<file path="config.mk">
export PLATFORM = sky130hd
export DESIGN_NAME = mem_req_ctrl
export DESIGN_NICKNAME = d
export VERILOG_FILES = /design/src/rtl/mem_req_ctrl.sv
export SDC_FILE = /design/constraint.sdc
export NUM_CORES = 1
export LEC_CHECK = 0
export ABC_AREA = 0
export CAP_MARGIN = 20
export CORE_MARGIN = 4
export CORE_UTILIZATION = 50
export DETAILED_ROUTE_END_ITERATION = 10
export PLACE_DENSITY = 0.72
export REMOVE_ABC_BUFFERS = 1
export SLEW_MARGIN = 10
export SYNTH_ARGS = -nofsm -noshare
export SYNTH_HDL_FRONTEND = slang
export SYNTH_SLANG_ARGS = --single-unit
</file>
<file path="constraint.sdc">
create_clock -name clk -period 5.2 [get_ports clk]
set_clock_uncertainty 0.1 [all_clocks]
set_input_delay 0.78 -clock clk [delete_from_list [all_inputs] [get_ports clk]]
set_output_delay 0.78 -clock clk [all_outputs]
set_load 0.03 [all_outputs]
</file>
<file path="src/rtl/mem_req_ctrl.sv">
// Queued memory request controller: a small request FIFO feeding a single-port memory FSM.
// Optional write-verify read-back is compiled in with `define MEM_REQ_CTRL_VERIFY_EN.
module mem_req_ctrl #(
    parameter int ADDR_WIDTH = 16,
    parameter int DATA_WIDTH = 32,
    parameter int FIFO_DEPTH = 4
) (
    input  logic                  clk,
    input  logic                  reset,
    input  logic                  req_valid,
    output logic                  req_ready,
    input  logic                  req_write,
    input  logic [ADDR_WIDTH-1:0] req_addr,
    input  logic [DATA_WIDTH-1:0] req_wdata,
    output logic                  rsp_valid,
    input  logic                  rsp_ready,
    output logic [DATA_WIDTH-1:0] rsp_rdata,
    output logic [ADDR_WIDTH-1:0] mem_addr,
    output logic                  mem_cs,
    output logic                  mem_we,
    output logic                  mem_re,
    output logic [DATA_WIDTH-1:0] mem_wdata,
    input  logic [DATA_WIDTH-1:0] mem_rdata,
    output logic                  busy,
    output logic                  verify_err
);

    localparam int PTR_W = (FIFO_DEPTH > 1) ? $clog2(FIFO_DEPTH) : 1;
    localparam int CNT_W = PTR_W + 1;

    localparam logic [2:0] S_IDLE  = 3'd0;
    localparam logic [2:0] S_WR    = 3'd1;
    localparam logic [2:0] S_RD    = 3'd2;
    localparam logic [2:0] S_RWAIT = 3'd3;
    localparam logic [2:0] S_RESP  = 3'd4;
`ifdef MEM_REQ_CTRL_VERIFY_EN
    localparam logic [2:0] S_VRD   = 3'd5;
    localparam logic [2:0] S_VWAIT = 3'd6;
`endif

    logic [ADDR_WIDTH-1:0] r_fifo_addr [FIFO_DEPTH];
    logic [DATA_WIDTH-1:0] r_fifo_data [FIFO_DEPTH];
    logic [FIFO_DEPTH-1:0] r_fifo_wr;
    logic [PTR_W-1:0]      r_wptr;
    logic [PTR_W-1:0]      r_rptr;
    logic [CNT_W-1:0]      r_count;
    logic                  r_req_ready;

    logic [2:0]            r_state;
    logic [2:0]            w_state_nxt;
    logic [ADDR_WIDTH-1:0] r_addr;
    logic [DATA_WIDTH-1:0] r_wdata;
    logic                  r_write;
    logic [DATA_WIDTH-1:0] r_rdata;

    logic                  w_push;
    logic                  w_pop;
    logic [CNT_W-1:0]      w_count_nxt;

    // Pop only from IDLE, so the head is never consumed while a request is in flight.
    assign w_push      = req_valid & r_req_ready;
    assign w_pop       = (r_state == S_IDLE) && (r_count != '0);
    assign w_count_nxt = r_count + CNT_W'(w_push) - CNT_W'(w_pop);

    always_ff @(posedge clk) begin
        if (w_push) begin
            r_fifo_addr[r_wptr] <= req_addr;
            r_fifo_data[r_wptr] <= req_wdata;
            r_fifo_wr[r_wptr]   <= req_write;
        end
    end

    // Ready is registered from the next count, so it rises one edge after reset releases.
    always_ff @(posedge clk or posedge reset) begin
        if (reset) begin
            r_wptr      <= '0;
            r_rptr      <= '0;
            r_count     <= '0;
            r_req_ready <= 1'b0;
        end else begin
            if (w_push) r_wptr <= r_wptr + PTR_W'(1);
            if (w_pop)  r_rptr <= r_rptr + PTR_W'(1);
            r_count     <= w_count_nxt;
            r_req_ready <= (w_count_nxt != CNT_W'(FIFO_DEPTH));
        end
    end

    always_comb begin
        w_state_nxt = r_state;
        case (r_state)
            S_IDLE:  if (w_pop) w_state_nxt = r_fifo_wr[r_rptr] ? S_WR : S_RD;
`ifdef MEM_REQ_CTRL_VERIFY_EN
            S_WR:    w_state_nxt = S_VRD;
            S_VRD:   w_state_nxt = S_VWAIT;
            S_VWAIT: w_state_nxt = S_IDLE;
`else
            S_WR:    w_state_nxt = S_IDLE;
`endif
            S_RD:    w_state_nxt = S_RWAIT;
            S_RWAIT: w_state_nxt = S_RESP;
            S_RESP:  if (rsp_ready) w_state_nxt = S_IDLE;
            default: w_state_nxt = S_IDLE;
        endcase
    end

    always_ff @(posedge clk or posedge reset) begin
        if (reset) begin
            r_state <= S_IDLE;
            r_addr  <= '0;
            r_wdata <= '0;
            r_write <= 1'b0;
            r_rdata <= '0;
        end else begin
            r_state <= w_state_nxt;
            if (w_pop) begin
                r_addr  <= r_fifo_addr[r_rptr];
                r_wdata <= r_fifo_data[r_rptr];
                r_write <= r_fifo_wr[r_rptr];
            end
            if (r_state == S_RWAIT) r_rdata <= mem_rdata;
        end
    end

`ifdef MEM_REQ_CTRL_VERIFY_EN
    logic r_verify_err;

    always_ff @(posedge clk or posedge reset) begin
        if (reset) begin
            r_verify_err <= 1'b0;
        end else if ((r_state == S_VWAIT) && (mem_rdata != r_wdata)) begin
            r_verify_err <= 1'b1;
        end
    end

    assign verify_err = r_verify_err;
    assign mem_cs     = (r_state == S_WR) || (r_state == S_RD) || (r_state == S_VRD);
    assign mem_re     = (r_state == S_RD) || (r_state == S_VRD);
`else
    assign verify_err = 1'b0;
    assign mem_cs     = (r_state == S_WR) || (r_state == S_RD);
    assign mem_re     = (r_state == S_RD);
`endif

    assign mem_we    = (r_state == S_WR) && r_write;
    assign mem_addr  = r_addr;
    assign mem_wdata = r_wdata;
    assign rsp_valid = (r_state == S_RESP);
    assign rsp_rdata = r_rdata;
    assign req_ready = r_req_ready;
    assign busy      = (r_state != S_IDLE) || (r_count != '0);

endmodule

</file>
==> results of run 1 <==
## synthesized netlist by cell type, types with 4 or more instances
master	count
sky130_fd_sc_hd__nor2_1	4
sky130_fd_sc_hd__edfxtp_1	196
sky130_fd_sc_hd__nand2_1	4
sky130_fd_sc_hd__xnor2_1	6
sky130_fd_sc_hd__buf_6	11
sky130_fd_sc_hd__clkbuf_1	4
sky130_fd_sc_hd__dfrtp_1	92
sky130_fd_sc_hd__inv_1	8
sky130_fd_sc_hd__buf_2	6
sky130_fd_sc_hd__ha_1	6
sky130_fd_sc_hd__mux2_2	82
sky130_fd_sc_hd__mux4_2	49
sky130_fd_sc_hd__and3_1	4
## kinds of logic after synthesis
| logic type | after synthesis | synth area share |
|---|---|---|
| flops | 288 | 0.764 |
| mux | 131 | 0.189 |
| simple gates | 20 | 0.0110 |
| fa+ha+maj | 7 | 0.00888 |
| buf+inv | 30 | 0.0193 |
| compound gates | 3 | 0.00199 |
| xor+xnor | 6 | 0.00491 |
| other cells | 1 | 0.000350 |
## placed cells by master, fill, tap and decap left out, drive strengths merged, types with 2 or more instances in the layout
| master | synthesis | layout |
|---|---|---|
| clkinv | 0 | 5 |
| bufinv | 0 | 6 |
| inv | 8 | 8 |
| nor2 | 4 | 4 |
| mux2 | 82 | 82 |
| xnor2 | 6 | 6 |
| edfxtp | 196 | 196 |
| dfrtp | 92 | 92 |
| and3 | 4 | 4 |
| mux4 | 49 | 49 |
| clkinvlp | 0 | 2 |
| nand2 | 5 | 5 |
| ha | 6 | 6 |
| clkdlybuf4s50 | 0 | 170 |
| clkbuf | 4 | 40 |
| buf | 18 | 8 |
## power by group
group / switching (mW) / internal, mW
clock network: 0.808 / 1.41
logic: 1.71 / 1.63
registers: 0.312 / 3.17
## state kept, by name, summed over array words and instances, names as in the netlist
signal and cells:
mem_addr 16, rsp_rdata 32, r_write 1, mem_wdata 32, req_ready 1, r_rptr 2
r_fifo_data 128, r_state 3, r_wptr 2, r_fifo_wr 4, r_count 3, r_fifo_addr 64
## final timing paths
| check | startpoint | to | cells after the start |
|---|---|---|---|
| setup / recovery | r_count[1]$_DFF_PP0_ | req_ready$_DFF_PP0_ | 10 |
| hold / removal | r_write$_DFFE_PP0P_ | r_write$_DFFE_PP0P_ | 1 |
| setup reg to reg | r_count[1]$_DFF_PP0_ | req_ready$_DFF_PP0_ | 10 |
| hold reg to reg | r_write$_DFFE_PP0P_ | r_write$_DFFE_PP0P_ | 1 |
| max in group asynchronous | reset | r_rptr[1]$_DFFE_PP0P_ | 3 |
| min in group asynchronous | reset | rsp_rdata[1]$_DFFE_PP0P_ | 2 |
## critical path: stages, from the launching register on
cell and delay [ps]:
sky130_fd_sc_hd__dfrtp_1 380, sky130_fd_sc_hd__or3_1 470, sky130_fd_sc_hd__nand2_4 580, sky130_fd_sc_hd__inv_1 100, sky130_fd_sc_hd__ha_1 300, sky130_fd_sc_hd__inv_1 40
sky130_fd_sc_hd__ha_1 190, sky130_fd_sc_hd__fa_1 380, sky130_fd_sc_hd__xnor2_1 180, sky130_fd_sc_hd__xnor2_1 170, sky130_fd_sc_hd__nand2_1 70
## layout make-up
type / instances / area (um2) / area share
sequential: 288 / 8190 / 0.597
multi-input combinational: 168 / 2320 / 0.169
timing repair buffer: 178 / 1780 / 0.130
clock buffer: 40 / 828 / 0.0604
tap: 275 / 344 / 0.0251
clock inverter: 13 / 218 / 0.0159
inverter: 8 / 32.5 / 0.00237
## layer usage
metal	track usage	part of all wire	vias up
li1	-	-	2293
met1	0.241	0.44	2591
met2	0.266	0.48	200
met3	0.0392	0.076	30
met4	0.0320	0.011	4
met5	0	0.0011	-
==> summary.md, run 1 <==
| Metric | Value |
|---|---|
| Layout Utilization | 0.653 |
| Post-synth top flop | sky130_fd_sc_hd__edfxtp_1 |
| Cells after DPL | 916 |
| Detailed Routing Iterations Pass 1 | 4 |
| Count of distinct cell types in the synthesized netlist | 27 |
| Total Routing Usage GR | 0.167 |
| Cell Area, Synth | 10700 um2 |
| Power density normalized to cell area | 659 nW/um2 |
| Number of remaining DRC errors | 0 |
| Final setup vio count | 0 |
| Maximum root-to-sink buffer count | 3 |
| Normalized max-slew margin | 0.487 |
| EDFF count, synth | 196 |
| Number of standard-cell rows in the floorplan | 53 |
| Largest vdd supply drop | 473 uV |
| Pre-CTS WS | 2090 ps |
| Number of antenna-violating nets in the routed design | 0 |
| Remaining global-route overflow | 0 |
| Max-slew violation count | 0 |
| Width of the chip | 154 um |
| Syn. warnings | 0 |
| Path class of the lowest-slack min-delay path | flip-flop to flip-flop |
| Post-detailed-routing wire length | 20.0 mm |
| Die Footprint | 23800 um2 |
| Portion of the post-synthesis area used by sequential elements | 0.764 |
| Die height | 154 um |
| Level count of the clock H-tree | 1 |
| Mapped Avg Cell Area | 22.0 um2 |
| Non-filler instance count after layout | 970 |
| Startpoint type of the worst setup path | flip-flop |
| Layout cells sized above 1 | 0.279 |
| Placeable Area | 21000 um2 |
| Total chip power | 9.04 mW |
| Sinks on Clock Net | 288 |
| Critical path capture point type | flip-flop |
| Maximum capacitance violations | 0 |
| Clock tree from TritonCTS | built |
| Number of buffers added to fix hold violations after cts | 0 |
| Outcome | finished, final reports clean |
| Initial standard-cell utilization of the core | 0.510 |
| Most area-hungry cell type in the Yosys netlist | sky130_fd_sc_hd__edfxtp_1 |
| Setup repair after global routing missed its margin | no |
| Routed wire length per instance | 20.6 um |
| Detail-routed via count per cell | 5.28 |
| Total non-filler cell area in the finished layout | 13700 um2 |
| Fillcell total | 1422 |
| Crit-path max FO | 51 |
| Total number of vias | 5118 |
| Maximum number of pins on one net before global-route repair | 63 |
| Setup Crit Path Kind | flip-flop to flip-flop |
| Number of instances in the synthesized netlist | 486 |
| Biggest area contributors in the synthesized netlist | sky130_fd_sc_hd__edfxtp_1 (55%), sky130_fd_sc_hd__dfrtp_1 (21%), sky130_fd_sc_hd__mux4_2 (10%) |
| Detailed-placement wirelength estimate | 12.3 mm |
| Number of buffers inserted during clock tree synthesis | 29 |
| Count of routing violations after the opening detailed-route iteration | 329 |
| CTS root buf | sky130_fd_sc_hd__clkbuf_16 |
| Boundary pin count | 172 |
| Endpoint arrival time on the critical path | 3370 ps |
| Final min period | 3070 ps |
| CP Data Required Time | 5500 ps |
| # resized after CTS | 0 |
| Total leakage power | 4.92 nW |
| Postcts setup bufs | 0 |
| Final period util | 0.590 |
| Antenna violations before repair | 2 |
| Post-synth ARST share | 0.319 |
| Nets@finish | 765 |
| Final weighted congestion in routability-driven placement | 0.819 |
| Setup TNS | 0 ps |
| Register-to-register setup slack | 2130 ps |
| IO Port Bufs | 170 |
| Clock-pin slew reported for the worst setup and hold paths after clock tree synthesis | 60 ps |
| Slack of the critical path | 2130 ps |
| Area overhead of the layout relative to synthesis | 28.1% |
| Maximum operating frequency | 0.326 GHz |
| Cell Area, Placed | 12600 um2 |
| Via count of the first global-routing pass | 5475 |
| Seq cells post-synth | 288 |
| Number of antenna cells inserted | 0 |
| Actual slew at the worst max-slew pin | 770 ps |
| First-pass GRT wire length | 31.3 mm |
| Count of endpoints failing hold in the final timing report | 0 |
| Clock latency on the worst-skew pair | 520 ps |
| Area share of the largest cell type after synthesis | 0.549 |
| Hold slack final | 395 ps |
(Power assumes the default switching activity.)
==> run 2, diff against run 1 <==
clock period = 3.18 ns   (was 5.2 ns; I/O delays follow)
==> summary.md, run 2 (synthesized netlist as in run 1, its figures left out) <==
| Metric | Value |
|---|---|
| Via count of the first global-routing pass | 5664 |
| IO Port Bufs | 170 |
| Count of routing violations after the opening detailed-route iteration | 315 |
| Clock tree from TritonCTS | built |
| Number of buffers added to fix hold violations after cts | 0 |
| Crit path max-delay family | simple AND/OR/NAND/NOR gates |
| Final weighted congestion in routability-driven placement | 0.850 |
| Final setup vio count | 0 |
| Post-detailed-routing wire length | 20.1 mm |
| Clock network power share | 0.241 |
| Total number of vias | 5114 |
| Slack of the critical path | 435 ps |
| Number of buffers inserted during clock tree synthesis | 29 |
| Ordered list of cells on the worst path | or3_1, nand2b_1, clkdlybuf4s50_1 |
| Actual slew at the worst max-slew pin | 783 ps |
| Startpoint type of the worst setup path | flip-flop |
| Normalized max-slew margin | 0.478 |
| Number of buffers and inverters on the critical path | 1 |
| Die Footprint | 23800 um2 |
| Pre-CTS WS | 466 ps |
| Layout Utilization | 0.657 |
| Setup Crit Path Kind | flip-flop to output port |
| Routed wire length per instance | 20.7 um |
| Total Routing Usage GR | 0.169 |
| Switching part of the total | 0.313 |
| Maximum root-to-sink buffer count | 3 |
| Reg power frac | 0.383 |
| Count of endpoints failing hold in the final timing report | 0 |
| Crit-path max FO | 5 |
| Register-to-register setup slack | 690 ps |
| First-pass GRT wire length | 31.8 mm |
| Level count of the clock H-tree | 1 |
| Setup repair after global routing missed its margin | no |
| Clock latency on the worst-skew pair | 520 ps |
| CTS root buf | sky130_fd_sc_hd__clkbuf_16 |
| Number of antenna cells inserted | 0 |
| Number of antenna-violating nets in the routed design | 0 |
| Final period util | 0.863 |
| Max-slew violation count | 0 |
| # resized after CTS | 0 |
| Placeable Area | 21000 um2 |
| Power density normalized to cell area | 1070 nW/um2 |
| Total leakage power | 4.96 nW |
| Layout cells sized above 1 | 0.280 |
| Detailed Routing Iterations Pass 1 | 6 |
| Register bank with the most flops | r_fifo_data |
| Endpoint arrival time on the critical path | 2170 ps |
| Internal power | 10.2 mW |
| Detailed-placement wirelength estimate | 12.3 mm |
| Number of remaining DRC errors | 0 |
| Power share of the combinational group | 0.376 |
| Sinks on Clock Net | 288 |
| Area overhead of the layout relative to synthesis | 28.9% |
| Final min period | 2740 ps |
| Die height | 154 um |
| Maximum capacitance violations | 0 |
| Leading cell type in the layout, fill and taps excluded | sky130_fd_sc_hd__edfxtp_1 |
| Critical path capture point type | output port |
| Antenna violations before repair | 1 |
| Maximum operating frequency | 0.364 GHz |
| Number of standard-cell rows in the floorplan | 53 |
| Width of the chip | 154 um |
| Boundary pin count | 172 |
| Largest vdd supply drop | 702 uV |
| Commonest cells after routing, fill and taps aside | sky130_fd_sc_hd__edfxtp_1 (196), sky130_fd_sc_hd__clkdlybuf4s50_1 (170), sky130_fd_sc_hd__dfrtp_1 (90), sky130_fd_sc_hd__mux2_2 (82), sky130_fd_sc_hd__mux4_2 (49) |
| Maximum number of pins on one net before global-route repair | 51 |
| Detail-routed via count per cell | 5.25 |
| Initial standard-cell utilization of the core | 0.510 |
| Remaining global-route overflow | 0 |
| Postcts setup bufs | 0 |
| Regs by FF count | r_fifo_data x128, r_fifo_addr x64 |
| Crit-path slowest cell | sky130_fd_sc_hd__clkdlybuf4s50_1 |
| Outcome | finished, final reports clean |
| Worst stage delay on the critical path | 610 ps |
| Path class of the lowest-slack min-delay path | input port to async pin |
| Flip-flop count of the largest register after layout | 128 |
| Clock-pin slew reported for the worst setup and hold paths after clock tree synthesis | 60 ps |
| CP Data Required Time | 2600 ps |
| Net Sw Power | 4.63 mW |
| Nets@finish | 769 |
[run 2: metrics by stage]
step                      total power [mW]  cell area [um2]  hold WS, ps  setup TNS, ps  instances
after floorplan                       9.26            10500          371          -37.0        464
after global placement                11.3            12800          382              0        921
after detailed placement              11.4            12800          392              0        921
after CTS                             15.1            13800          337              0        974
after global routing                  15.6            13800          381              0        974
final                                 14.8            13800          323              0        974
[run 2: path summary, 6_finish.rpt]
| check | from | end | depth (start not counted) |
|---|---|---|---|
| setup / recovery | r_count[0]$_DFF_PP0_ | busy | 3 |
| hold / removal | reset | rsp_rdata[9]$_DFFE_PP0P_ | 2 |
| setup reg to reg | r_count[0]$_DFF_PP0_ | req_ready$_DFF_PP0_ | 10 |
| hold reg to reg | mem_addr[12]$_DFFE_PP0P_ | mem_addr[12]$_DFFE_PP0P_ | 1 |
| max in group asynchronous | reset | r_rptr[1]$_DFFE_PP0P_ | 3 |
| min in group clk | mem_addr[12]$_DFFE_PP0P_ | mem_addr[12]$_DFFE_PP0P_ | 1 |
[run 2: worst reg2reg max path, cell delays in order, from the launching register on]
cell and delay, ps:
sky130_fd_sc_hd__dfrtp_1 390, sky130_fd_sc_hd__or3_1 460, sky130_fd_sc_hd__nand2_4 90, sky130_fd_sc_hd__inv_1 40, sky130_fd_sc_hd__ha_1 260, sky130_fd_sc_hd__inv_1 40, sky130_fd_sc_hd__ha_1 190, sky130_fd_sc_hd__fa_1 380
sky130_fd_sc_hd__xnor2_1 170, sky130_fd_sc_hd__xnor2_1 160, sky130_fd_sc_hd__nand2_1 90
[run 2: power groups by stage]
stage               logic, mW  registers [mW]  clock network [mW]
finish                   5.57            5.67                3.58
global route             5.92            5.81                3.86
CTS                      5.68            5.70                3.68
detailed placement       5.66            5.77                   0
global placement         5.57            5.69                   0
floorplan                2.37            6.89                   0
[run 2: cell type report]
type,instances,area (um2)
Sequential cell,288,8190
Fill cell,1438,7210
Multi-Input combinational cell,168,2320
Timing Repair Buffer,182,1890
Clock buffer,34,764
Tap cell,275,344
Clock inverter,19,262
Inverter,8,32.5
[run 2: per-layer routing]
metal | GRT usage | vias to the layer above | part of all wire | wire, um
met3 | 0.0476 | 25 | 0.081 | 1620
li1 | - | 2298 | - | -
met5 | 0 | - | 0.00060 | 12
met2 | 0.283 | 178 | 0.49 | 9760
met4 | 0.0320 | 2 | 0.013 | 268
met1 | 0.228 | 2611 | 0.42 | 8450
==> run 3, diff against run 2 <==
CTS_CLUSTER_DIAMETER = 150   (was not set)
RECOVER_POWER = 25   (was not set)
==> summary.md, run 3 (synthesized netlist as in run 1, its figures left out) <==
| Metric | Value |
|---|---|
| Detailed Routing Iterations Pass 1 | 6 |
| Final setup vio count | 0 |
| Largest vdd supply drop | 702 uV |
| Setup repair after global routing missed its margin | no |
| Level count of the clock H-tree | 1 |
| Number of buffers added to fix hold violations after cts | 0 |
| Startpoint type of the worst setup path | flip-flop |
| Count of endpoints failing hold in the final timing report | 0 |
| Slack of the critical path | 435 ps |
| Outcome | finished, final reports clean |
| Final period util | 0.863 |
| Total chip power | 14.8 mW |
| Layout cells sized above 1 | 0.280 |
| Reg-to-reg endpoint | req_ready$_DFF_PP0_ |
| Number of remaining DRC errors | 0 |
| Max-slew violation count | 0 |
| Maximum root-to-sink buffer count | 3 |
| Launch instance of the worst register-to-register path | r_count[0]$_DFF_PP0_ |
| Die Footprint | 23800 um2 |
| Maximum capacitance violations | 0 |
| Clock tree from TritonCTS | built |
| Sinks on Clock Net | 288 |
| Die height | 154 um |
| Endpoint arrival time on the critical path | 2170 ps |
| Nets@finish | 769 |
| Register bank with the most flops | r_fifo_data |
| Commonest cells after routing, fill and taps aside | sky130_fd_sc_hd__edfxtp_1 (196), sky130_fd_sc_hd__clkdlybuf4s50_1 (128), sky130_fd_sc_hd__dfrtp_1 (90), sky130_fd_sc_hd__mux2_2 (82), sky130_fd_sc_hd__mux4_2 (49) |
| Count of routing violations after the opening detailed-route iteration | 298 |
| Number of antenna-violating nets in the routed design | 0 |
| # resized after CTS | 0 |
| Remaining global-route overflow | 0 |
| Layout Utilization | 0.657 |
| FF-to-FF path depth | 10 |
| Detail-routed via count per cell | 5.27 |
| Critical path capture point type | output port |
| Postcts setup bufs | 0 |
| CTS root buf | sky130_fd_sc_hd__clkbuf_16 |
| Antenna violations before repair | 7 |
| IO Port Bufs | 170 |
| Final min period | 2740 ps |
| Routed wire length per instance | 20.6 um |
| Detailed-placement wirelength estimate | 12.3 mm |
| Clock latency on the worst-skew pair | 520 ps |
| Placeable Area | 21000 um2 |
| Width of the chip | 154 um |
| Total non-filler cell area in the finished layout | 13800 um2 |
| Area overhead of the layout relative to synthesis | 29.0% |
| Final weighted congestion in routability-driven placement | 0.850 |
| Clock-pin slew reported for the worst setup and hold paths after clock tree synthesis | 60 ps |
| Total Routing Usage GR | 0.169 |
| Power density normalized to cell area | 1070 nW/um2 |
| First-pass GRT wire length | 31.8 mm |
| Total number of vias | 5143 |
| Number of buffers inserted during clock tree synthesis | 29 |
| Pre-CTS WS | 466 ps |
| Number of standard-cell rows in the floorplan | 53 |
| Maximum number of pins on one net before global-route repair | 51 |
| Crit-path max FO | 5 |
| Regs by FF count | r_fifo_data x128, r_fifo_addr x64 |
| Maximum operating frequency | 0.364 GHz |
| Flip-flop count of the largest register after layout | 128 |
| Via count of the first global-routing pass | 5664 |
| Register-to-register setup slack | 690 ps |
| CP Data Required Time | 2600 ps |
| Initial standard-cell utilization of the core | 0.510 |
| Total leakage power | 4.97 nW |
| Path class of the lowest-slack min-delay path | input port to async pin |
| Setup Crit Path Kind | flip-flop to output port |
| Cell Area, Placed | 12800 um2 |
| Post-detailed-routing wire length | 20.1 mm |
| Boundary pin count | 172 |
| Actual slew at the worst max-slew pin | 785 ps |
| Leading cell type in the layout, fill and taps excluded | sky130_fd_sc_hd__edfxtp_1 |
| Normalized max-slew margin | 0.476 |
==> run 3: cell types whose count changed in the layout (fill, tap and decap cells not counted) <==
cell / before / now
sky130_fd_sc_hd__dlygate4sd3_1: 0 / 42
sky130_fd_sc_hd__diode_2: 0 / 2
sky130_fd_sc_hd__clkdlybuf4s50_1: 170 / 128
==> run 3: worst max-delay path, stage by stage (launching register included) <==
cell	delay, ps
sky130_fd_sc_hd__dfrtp_1	390
sky130_fd_sc_hd__or3_1	460
sky130_fd_sc_hd__nand2b_1	190
sky130_fd_sc_hd__clkdlybuf4s50_1	610
==> run 3: area by class of cell <==
cell class / instances / area, um2
clock buffer: 34 / 764
multi-input combinational: 168 / 2320
tap: 275 / 344
inverter: 8 / 32.5
timing repair buffer: 182 / 1890
clock inverter: 19 / 262
sequential: 288 / 8190
fill: 1436 / 7210
antenna: 2 / 5.00
==> run 3: worst max path at each step <==
stage                                startpoint                   to  slack [ps]  depth (start not counted)
final                      r_count[0]$_DFF_PP0_                 busy         440                          3
after global routing       r_count[0]$_DFF_PP0_                 busy         330                          3
after CTS                  r_count[0]$_DFF_PP0_                 busy         390                          3
after detailed placement              req_valid  req_ready$_DFF_PP0_         470                          9
after global placement                req_valid  req_ready$_DFF_PP0_         570                          9
after floorplan           r_rptr[0]$_DFFE_PP0P_  r_write$_DFFE_PP0P_         -30                          2
==> run 3: report_power, final <==
part / internal (mW) / leakage, nW / switching (mW)
registers: 5.18 / 2.87 / 0.495
clock network: 2.27 / 0.505 / 1.31
logic: 2.73 / 1.59 / 2.83
==> run 3: routing by layer <==
layer  vias to the layer above  track usage  share of wire  routed length [um]
met5                         -            0         0.0028                  56
met3                        33       0.0476          0.076                1520
met2                       177        0.283           0.49                9780
li1                       2306            -              -                   -
met1                      2617        0.228           0.42                8470
met4                        10       0.0320          0.014                 278
==> run 3: metrics by stage <==
| stage | TNS, ps | hold WS (ps) | instances |
|---|---|---|---|
| floorplan | -37.0 | 371 | 464 |
| global placement | 0 | 382 | 921 |
| detailed placement | 0 | 392 | 921 |
| CTS | 0 | 337 | 974 |
| global route | 0 | 381 | 976 |
| finish | 0 | 324 | 976 |
